**config.mk**
```make
export PLATFORM = sky130hd
export DESIGN_NAME = fft_input_loader_flat
export DESIGN_NICKNAME = d
export VERILOG_FILES = /design/src/rtl/fft_pkg.sv /design/src/rtl/fft_input_loader_if.sv /design/src/rtl/fft_input_loader_bit_rev.sv /design/src/rtl/fft_input_loader.sv /design/src/flat_wrapper.sv
export SDC_FILE = /design/constraint.sdc
export NUM_CORES = 1
export LEC_CHECK = 0
export BUFFER_PORTS_ARGS = -buffer_cell sky130_fd_sc_hd__buf_4
export CORE_MARGIN = 2
export CORE_UTILIZATION = 30
export CTS_BUF_LIST = sky130_fd_sc_hd__clkbuf_4
export CTS_CLUSTER_SIZE = 8
export DETAILED_ROUTE_END_ITERATION = 10
export GPL_TIMING_DRIVEN = 0
export PLACE_DENSITY = 0.6
export SETUP_SLACK_MARGIN = 0.1
export SLEW_MARGIN = 0
export SYNTH_ARGS = -nofsm -noshare
export SYNTH_HDL_FRONTEND = slang
export SYNTH_SLANG_ARGS = --single-unit
```
**constraint.sdc**
```tcl
create_clock -name clk -period 3.86 [get_ports clk]
set_clock_uncertainty 0.2 [all_clocks]
set_input_delay 0.772 -clock clk [delete_from_list [all_inputs] [get_ports clk]]
set_output_delay 0.772 -clock clk [all_outputs]
set_load 0.03 [all_outputs]
```
**src/rtl/fft_pkg.sv**
```systemverilog
// Shared FFT datapath definitions: widths, loader state encoding and the
// frame-size clamp used when a new frame is armed.
package fft_pkg;

  localparam int FFT_ADDR_W   = 12;
  localparam int FFT_SAMPLE_W = 16;
  localparam int FFT_LOG2_W   = 4;

  typedef enum logic [1:0] {
    IDLE    = 2'd0,
    LOAD    = 2'd1,
    FLUSH   = 2'd2,
    COMPUTE = 2'd3
  } loader_state_t;

  // A zero exponent still means a two-point frame; anything above the RAM
  // depth is pinned to the full RAM.
  function automatic logic [FFT_LOG2_W-1:0] clamp_log2n(
    input logic [FFT_LOG2_W-1:0] value,
    input int                    max_n
  );
    if (value == '0) begin
      return FFT_LOG2_W'(1);
    end
    if (int'(value) > max_n) begin
      return FFT_LOG2_W'(max_n);
    end
    return value;
  endfunction

endpackage

```
**src/rtl/fft_input_loader_if.sv**
```systemverilog
// Sample stream into the FFT loader: payload, valid/ready handshake and the
// producer's end-of-frame marker.
interface fft_input_loader_if #(
  parameter int DATA_W = 16
);

  logic [DATA_W-1:0] s_data;
  logic              s_valid;
  logic              s_ready;
  logic              s_last;

  modport master (
    output s_data,
    output s_valid,
    output s_last,
    input  s_ready
  );

  modport slave (
    input  s_data,
    input  s_valid,
    input  s_last,
    output s_ready
  );

endinterface

```
**src/rtl/fft_input_loader_bit_rev.sv**
```systemverilog
// Combinational bit-reversed address generator: reverses the low n bits of
// the sample count and leaves the upper address bits at zero.
module bit_rev #(
  parameter int ADDR_W = 12,
  parameter int N_W    = $clog2(ADDR_W + 1)
) (
  input  logic [ADDR_W-1:0] count,
  input  logic [N_W-1:0]    n,
  output logic [ADDR_W-1:0] adr
);

  logic [ADDR_W-1:0] full_rev;
  logic [N_W-1:0]    shift;

  // Reversing the whole word and shifting down drops the unused upper count
  // bits and lands the n reversed bits at the bottom.
  always_comb begin
    full_rev = '0;
    for (int i = 0; i < ADDR_W; i++) begin
      full_rev[i] = count[ADDR_W-1-i];
    end
    shift = N_W'(ADDR_W) - n;
    adr   = full_rev >> shift;
  end

endmodule

```
**src/rtl/fft_input_loader.sv**
```systemverilog
// FFT input loader: accepts a frame of samples over a valid/ready stream and
// writes them to the sample RAM in bit-reversed order, then hands the RAM over.
module fft_input_loader
  import fft_pkg::*;
#(
  parameter int ADDR_W = FFT_ADDR_W,
  parameter int DATA_W = FFT_SAMPLE_W
) (
  input  logic                  clk,
  input  logic                  rst,
  input  logic                  start,
  input  logic [FFT_LOG2_W-1:0] log2n,
  fft_input_loader_if.slave     s,
  output logic [DATA_W-1:0]     ram_data,
  output logic [ADDR_W-1:0]     ram_adr,
  output logic                  ram_write,
  output logic                  mode,
  input  logic                  compute_done,
  output logic                  frame_done,
  output logic                  err_last
);

  localparam int N_W = $clog2(ADDR_W + 1);

  loader_state_t     state;
  loader_state_t     next_state;
  logic [ADDR_W-1:0] k;
  logic [N_W-1:0]    n_q;
  logic [ADDR_W-1:0] last_k;
  logic [ADDR_W-1:0] rev_adr;
  logic              s_ready_q;
  logic              handshake;
  logic              last_beat;
  logic              start_accept;

  assign s.s_ready    = s_ready_q;
  assign handshake    = s.s_valid & s_ready_q;
  assign start_accept = (state == IDLE) & start;
  // N-1 is an all-ones mask of the low n bits.
  assign last_k       = {ADDR_W{1'b1}} >> (N_W'(ADDR_W) - n_q);
  assign last_beat    = (k == last_k);

  bit_rev #(
    .ADDR_W (ADDR_W),
    .N_W    (N_W)
  ) u_bit_rev (
    .count (k),
    .n     (n_q),
    .adr   (rev_adr)
  );

  // NOTE: sequential state uses non-blocking assignments so every register
  // samples pre-edge values; blocking here would create ordering races.
  always_ff @(posedge clk) begin
    if (rst) begin
      state <= IDLE;
    end else begin
      state <= next_state;
    end
  end

  // NOTE: every variable written here gets a default first, so no path
  // through the case can leave a value held and infer a latch.
  always_comb begin
    next_state = state;
    unique case (state)
      IDLE:    if (start)                  next_state = LOAD;
      LOAD:    if (handshake && last_beat) next_state = FLUSH;
      FLUSH:                               next_state = COMPUTE;
      COMPUTE: if (compute_done)           next_state = IDLE;
      default:                             next_state = IDLE;
    endcase
  end

  // Handshake-facing outputs are registered from next_state, so s_ready drops
  // on the same edge that accepts the final sample.
  always_ff @(posedge clk) begin
    if (rst) begin
      k          <= '0;
      n_q        <= N_W'(1);
      s_ready_q  <= 1'b0;
      ram_write  <= 1'b0;
      ram_adr    <= '0;
      ram_data   <= '0;
      mode       <= 1'b1;
      frame_done <= 1'b0;
      err_last   <= 1'b0;
    end else begin
      s_ready_q  <= (next_state == LOAD);
      mode       <= (next_state != COMPUTE);
      ram_write  <= handshake;
      frame_done <= handshake & last_beat;

      if (start_accept) begin
        n_q      <= N_W'(clamp_log2n(log2n, ADDR_W));
        k        <= '0;
        err_last <= 1'b0;
      end

      if (handshake) begin
        ram_data <= s.s_data;
        ram_adr  <= rev_adr;
        k        <= k + 1'b1;
        // The frame length is fixed by N; s_last is only cross-checked.
        if (s.s_last != last_beat) begin
          err_last <= 1'b1;
        end
      end
    end
  end

endmodule

```
**src/flat_wrapper.sv**
```systemverilog
// flat-port wrapper written by rule: the top's interface ports become plain ports
module fft_input_loader_flat import fft_pkg::*;
#(
  parameter int ADDR_W = FFT_ADDR_W,
  parameter int DATA_W = FFT_SAMPLE_W
)
  (clk, rst, start, log2n, ram_data, ram_adr, ram_write, mode, compute_done, frame_done, err_last, s_s_data, s_s_valid, s_s_last, s_s_ready);
  fft_input_loader_if #(.DATA_W(DATA_W)) s_i ();
  input  logic clk;
  input  logic rst;
  input  logic start;
  input  logic [FFT_LOG2_W-1:0] log2n;
  output logic [DATA_W-1:0] ram_data;
  output logic [ADDR_W-1:0] ram_adr;
  output logic ram_write;
  output logic mode;
  input  logic compute_done;
  output logic frame_done;
  output logic err_last;
  input wire logic [$bits(s_i.s_data)-1:0] s_s_data;
  input wire logic [$bits(s_i.s_valid)-1:0] s_s_valid;
  input wire logic [$bits(s_i.s_last)-1:0] s_s_last;
  output wire logic [$bits(s_i.s_ready)-1:0] s_s_ready;
  assign s_i.s_data = s_s_data;
  assign s_i.s_valid = s_s_valid;
  assign s_i.s_last = s_s_last;
  assign s_s_ready = s_i.s_ready;
  fft_input_loader #(.ADDR_W(ADDR_W), .DATA_W(DATA_W)) u_core (.clk(clk), .rst(rst), .start(start), .log2n(log2n), .s(s_i), .ram_data(ram_data), .ram_adr(ram_adr), .ram_write(ram_write), .mode(mode), .compute_done(compute_done), .frame_done(frame_done), .err_last(err_last));
endmodule
```
==> qor.txt, run 1 <==
WL met1 -> 3.67 mm
Initial Util -> 31.1%
TNS Setup -> 0 ns
1st-iter DRT viols -> 137
Final critical-path share of the clock period -> 85.6%
Final Hold Vio Count -> 0
Number of global-route vias before repair -> 2583
Slowest cell on the critical path -> dfxtp_1
Die width -> 99.6 µm
CTS resizes -> 0
Io pins -> 59
Slew headroom -> 62.9%
Syn nets -> 392
Avg Cell Area, Syn -> 7.57 µm²
Mapped Cells -> 362
Lkg Pwr -> 1.29 nW
RR Startpoint -> u_core.n_q[0]$_SDFFE_PP1P_
CTS Hold Bufs -> 0
CP most frequent cell -> a211oi_1
Pwr per Cell Area -> 357 mW/mm²
CP max stage delay -> 0.43 ns
Pre-Repair DR Iteration Count -> 4
Hold wc startpoint -> u_core.ram_data[7]$_SDFFE_PP0P_
Final GP Congestion -> 0.883
Grt total ovfl -> 0
Fin worst setup slack -> 0.555 ns
Warnings from Yosys -> 0
Placed cell count -> 528
#FFs+latches synth -> 51
Actual slew at the worst max-slew pin -> 0.551 ns
Sequential share of the synthesized area -> 37.3%
Final instance area -> 0.00342 mm²
Run status -> finished, final reports clean
Setup-failing EPs final -> 0
DR WL met3 -> 421 µm
Core ar. -> 0.00881 mm²
Crit path max fanout -> 10
Most used DFF post-synth -> dfxtp_1
Reg2Reg Setup Slack -> 0.55 ns
Crit path launch type -> register
Routed wl met2 -> 3.51 mm
Vias -> 2747
Critical path class -> reg2reg
Post-Layout Cell Count -> 536
Buffers added on ports -> 58
Area Overhead vs Synth -> 24.8%
Die height -> 99.6 µm
H-tree Lvls -> 2
Clock Tree Buf Depth -> 2
Worst r2r dst -> u_core.ram_adr[0]$_SDFFE_PP0P_
Worst setup EP type -> register
Largest net degree at the start of global routing -> 18
Setup crit start -> u_core.n_q[0]$_SDFFE_PP1P_
Critical Path RT -> 3.96 ns
EDFF count, synth -> 0
Cell area after placement -> 0.00331 mm²
Std cell rows -> 34
CTS clk-pin slew, worst paths -> 0.18 ns
Final ANT Viol Nets -> 0
First-pass GRT wire length -> 12.7 mm
Clock Latency Late Sink -> 0.39 ns
Post-Route WL -> 7.69 mm
Synth Cell Area -> 0.00274 mm²
Crit path arrival time -> 3.41 ns
Crit-path cells -> clkbuf_2, inv_1, ha_1, clkbuf_1, clkbuf_1, a211oi_1, a211oi_1, a21oi_1, nand2_1, nand2_1, a211oi_1
DR top layer -> met4
Antenna cells -> 0
GRT Total Usage -> 15.8%
Final Max Tran Viols -> 0
Antenna violations before repair -> 0
CTS sink cnt -> 51
Final #Nets -> 457
Synth cell types -> 47
Total power -> 1.22 mW
Setup Fix Bufs, Post-CTS -> 0
FILL cells -> 909
DRC viols -> 0
CP endpoint -> u_core.ram_adr[0]$_SDFFE_PP0P_
Share of layout cells above drive strength 1 -> 18.9%
Setup WS pre-CTS -> 0.326 ns
RSZ-0062 raised after global routing -> no
VDD IR-drop max -> 187 µV
CTS buffer count -> 5
Worst hold path class -> reg2reg
Min Tclk post-route -> 3.31 ns
WL/cell -> 14.3 µm
FMAX -> 0.303 GHz
Root Driver -> clkbuf_4
FFs w/ async S/R, synth -> 0%
Die Footprint -> 0.00991 mm²
Vias per cell -> 5.13
Max-cap viol count -> 0
Final HPWL DP -> 5.75 mm
Worst reg-to-reg path cell count -> 11
CTS tree -> yes
Yosys cell counts (all sizes together) (6+ instances only):
| library cell | n | area, µm² |
|---|---|---|
| nor3 | 8 | 40.0 |
| dfxtp | 51 | 1020 |
| o211ai | 6 | 45.0 |
| o21ai | 15 | 78.8 |
| clkbuf | 24 | 90.1 |
| nor2b | 7 | 43.8 |
| nor2 | 39 | 146 |
| nand2 | 70 | 263 |
| a21oi | 37 | 185 |
| a211oi | 11 | 82.6 |
| nand3 | 10 | 50.1 |
| mux2 | 6 | 67.6 |
logic make-up (layout without fill, tap and decap cells):
group           after synthesis  count (layout)  share of synthesized area (%)
mux                          11              11                           4.29
xor+xnor                      7               7                           2.92
buf+inv                      33              99                           4.84
fa+ha+maj                     4               4                           1.83
flops                        51              51                           37.3
compound gates               94              94                           22.0
simple gates                162             162                           26.9
metal layers:
layer  vias up  global-route usage, %
li1       1396                      -
met1      1266                   21.9
met2        77                   25.2
met3         8                   3.30
met4         0                   3.69
met5         -                      0
sequential cells by signal (all words and copies together), names as in the netlist:
name               count
u_core.ram_write       1
u_core.frame_done      1
u_core.state           2
u_core.s.s_ready       1
u_core.k              12
u_core.ram_adr        12
u_core.ram_data       16
u_core.err_last        1
u_core.n_q             4
u_core.mode            1
worst min-delay path by stage:
stage	to	slack, ns	depth (start not counted)
3_3_place_gp	u_core.ram_data[12]$_SDFFE_PP0P_	0.24	2
4_1_cts	u_core.ram_data[14]$_SDFFE_PP0P_	0.27	2
6_report	u_core.ram_data[7]$_SDFFE_PP0P_	0.27	2
3_5_place_dp	u_core.ram_adr[7]$_SDFFE_PP0P_	0.25	2
2_1_floorplan	u_core.mode$_SDFF_PP1_	0.25	1
5_1_grt	u_core.ram_data[5]$_SDFFE_PP0P_	0.29	2
critical path, delay by kind of cell (launching register included):
family,cells,cell delay (ns)
buf+inv,4,1.26
compound gates,4,0.73
flops,1,0.43
fa+ha+maj,1,0.43
simple gates,2,0.17
power by group:
part	total (mW)	switching, mW	leakage, nW	internal, mW
Clock	0.393	0.187	0.0573	0.206
Sequential	0.559	0.0144	0.414	0.545
Combinational	0.269	0.170	0.817	0.0997
stage by stage:
step	hold WS (ns)	util, %
after floorplan	0.255	-
after global placement	0.243	37.6
after detailed placement	0.245	37.6
after CTS	0.268	38.8
after global routing	0.292	38.8
final	0.266	38.8
cells in the final DEF (no fill, tap or decap), types with 2 or more instances in the layout:
master	instances
o32ai_1	2
nand2b_1	4
nand3b_1	4
bufinv_16	2
a311oi_1	2
nand4_1	2
nor2_1	39
mux2_2	6
ha_1	4
nor3b_1	5
buf_4	60
nor3_1	8
a211oi_1	11
nand3_1	10
or3_1	4
o22ai_1	3
xor2_1	2
inv_1	5
o311ai_0	2
and2_1	4
xnor2_1	4
dfxtp_1	51
nor2b_1	7
a22oi_1	5
o21ai_0	14
a21oi_1	37
clkbuf_1	24
clkbuf_4	5
nor4_1	3
mux2i_1	5
nand2_1	70
o211ai_1	6
area by class of cell:
| cell class | instances | area [µm²] | area share [%] |
|---|---|---|---|
| Sequential cell | 51 | 1020 | 29.8 |
| Timing Repair Buffer | 58 | 435 | 12.7 |
| Buffer | 28 | 115 | 3.37 |
| Tap cell | 108 | 135 | 3.95 |
| Clock inverter | 3 | 71.3 | 2.08 |
| Multi-Input combinational cell | 278 | 1590 | 46.4 |
| Inverter | 5 | 18.8 | 0.549 |
| Clock buffer | 5 | 37.5 | 1.10 |
(Power assumes the default switching activity.)
==> run 2: changes to the inputs <==
- ABC_AREA: unset -> 1
==> qor.txt, run 2 <==
Largest Register -> u_core.ram_data
Share of the synthesized area in the top cell type -> 35.1%
Synth cell types -> 34
WL/cell -> 13.6 µm
First-pass GRT wire length -> 13.9 mm
CTS Hold Bufs -> 0
Max-cap viol count -> 0
GRT met1 Usage -> 23.0%
Syn nets -> 480
Most used DFF post-synth -> dfxtp_1
Die Footprint -> 0.0105 mm²
Sequential Power Share -> 45.1%
Critical Path RT -> 3.93 ns
Most frequent cell after synthesis -> nand2_1
H-tree Lvls -> 2
Final ANT Viol Nets -> 0
Share of layout cells above drive strength 1 -> 17.5%
Max reg flops -> 16
Avg Cell Area, Syn -> 6.47 µm²
Sequential share of the synthesized area -> 35.1%
Regs by FF count -> u_core.ram_data x16, u_core.k x12, u_core.ram_adr x12
Post-synth top area cell -> dfxtp_1
Final critical-path share of the clock period -> 67.0%
Number of global-route vias before repair -> 2789
RSZ-0062 raised after global routing -> no
Clock Latency Late Sink -> 0.38 ns
Comb pwr share -> 29.0%
Final Hold Vio Count -> 0
Commonest non-fill, non-tap cell in the layout -> nand2_1
Run status -> finished, final reports clean
FMAX -> 0.387 GHz
Slew headroom -> 35.8%
Vias -> 3129
Multi-input gate area -> 0.00163 mm²
GRT Total Usage -> 16.9%
Initial Util -> 31.2%
Finished Core Util -> 38.4%
Post-Route WL -> 8.79 mm
Switch share -> 35.2%
Met3 Usage GRT -> 3.12%
Min Tclk post-route -> 2.59 ns
Clock Tree Buf Depth -> 2
Grt total ovfl -> 0
Worst hold path class -> reg2reg
Crit path max fanout -> 7
Synth Cell Area -> 0.00291 mm²
Register area -> 0.00102 mm²
Final HPWL DP -> 6.91 mm
Worst setup EP type -> register
Top cell types by occurrence after synthesis -> nand2_1 (104), nor2_1 (62), dfxtp_1 (51), o21ai_0 (46), nand3_1 (43)
#FFs+latches synth -> 51
Warnings from Yosys -> 0
Lkg Pwr -> 1.57 nW
Std cell rows -> 35
VDD IR-drop max -> 168 µV
CTS sink cnt -> 51
Io pins -> 59
CTS buffer count -> 5
CTS tree -> yes
TNS Setup -> 0 ns
Met2 GRT Util -> 27.5%
FFs w/ async S/R, synth -> 0%
Antenna violations before repair -> 0
Root Driver -> clkbuf_4
Final Max Tran Viols -> 0
Die height -> 103 µm
Crit path arrival time -> 2.66 ns
Total power -> 1.25 mW
CTS resizes -> 0
Setup-failing EPs final -> 0
Pre-Repair DR Iteration Count -> 4
Area Overhead vs Synth -> 23.1%
DRC viols -> 0
Pwr per Cell Area -> 350 mW/mm²
Int Pwr -> 0.812 mW
Largest net degree at the start of global routing -> 17
1st-iter DRT viols -> 207
Setup Fix Bufs, Post-CTS -> 0
Core ar. -> 0.00933 mm²
Final GP Congestion -> 0.933
Critical path class -> in2reg
CTS clk-pin slew, worst paths -> 0.16 ns
Synth top area cells -> dfxtp_1 (35%), nand2_1 (13%), nor2_1 (8.0%)
FILL cells -> 1010
Crit path launch type -> primary input
Actual slew at the worst max-slew pin -> 0.956 ns
Mapped Cells -> 450
Buffers added on ports -> 57
Net Switching -> 0.442 mW
Final #Nets -> 544
Reg2Reg Setup Slack -> 1.35 ns
Layer with the highest usage -> met2
Commonest cells after routing, fill and taps aside -> nand2_1 (104), nor2_1 (62), buf_4 (58), dfxtp_1 (51), o21ai_0 (46)
Clock Power Share -> 25.9%
Die width -> 103 µm
EDFF count, synth -> 0
Vias per cell -> 4.85
Worst hold margin -> 0.259 ns
run 2: cell type report:
class                           count  area share [%]
Clock inverter                      3            1.19
Tap cell                          129            4.50
Sequential cell                    51            28.5
Buffer                             20            2.83
Antenna cell                        1          0.0698
Inverter                           43            4.50
Multi-Input combinational cell    336            45.4
Clock buffer                        5            1.05
Timing Repair Buffer               57            11.9
run 2: kinds of logic after synthesis:
group	share of synthesized area [%]
buf+inv	9.02
mux	0.688
fa+ha+maj	1.72
compound gates	16.2
flops	35.1
xor+xnor	0.301
simple gates	37.0
run 2: power by group through the flow:
stage / clock, mW / sequential [mW] / combinational, mW
CTS: 0.336 / 0.565 / 0.362
global route: 0.354 / 0.569 / 0.403
floorplan: 0 / 0.607 / 0.222
finish: 0.324 / 0.565 / 0.364
detailed placement: 0 / 0.577 / 0.361
global placement: 0 / 0.576 / 0.357
run 2: stage by stage:
step           instances  instance area [µm²]  worst slack (ns)
2_1_floorplan        450                 2910              1.69
3_5_place_dp         636                 3500             0.821
6_report             645                 3580              1.27
4_1_cts              644                 3580              1.26
3_3_place_gp         636                 3500             0.834
5_1_grt              644                 3580              1.08
run 2: final timing paths:
check                                           startpoint                   endpoint  cells past startpoint
worst max-delay path                                 start  u_core.k[11]$_SDFFE_PP0P_                     10
worst max register to register  u_core.state[1]$_SDFF_PP0_  u_core.k[11]$_SDFFE_PP0P_                      8
worst min register to register  u_core.state[1]$_SDFF_PP0_     u_core.mode$_SDFF_PP1_                      1
worst min-delay path            u_core.state[1]$_SDFF_PP0_     u_core.mode$_SDFF_PP1_                      1
run 2: routing by layer:
metal | wire length (µm) | share of wire (%)
met1 | 3980 | 45
met5 | 0 | 0
met3 | 497 | 5.7
met4 | 157 | 1.8
met2 | 4160 | 47
run 2: critical path, stage by stage:
cell	delay [ns]
buf_4	0.08
inv_1	0.03
nor3_1	0.72
inv_1	0.37
nor2_1	0.24
inv_1	0.12
nand2_1	0.09
inv_1	0.09
nand3_1	0.09
o31ai_1	0.07
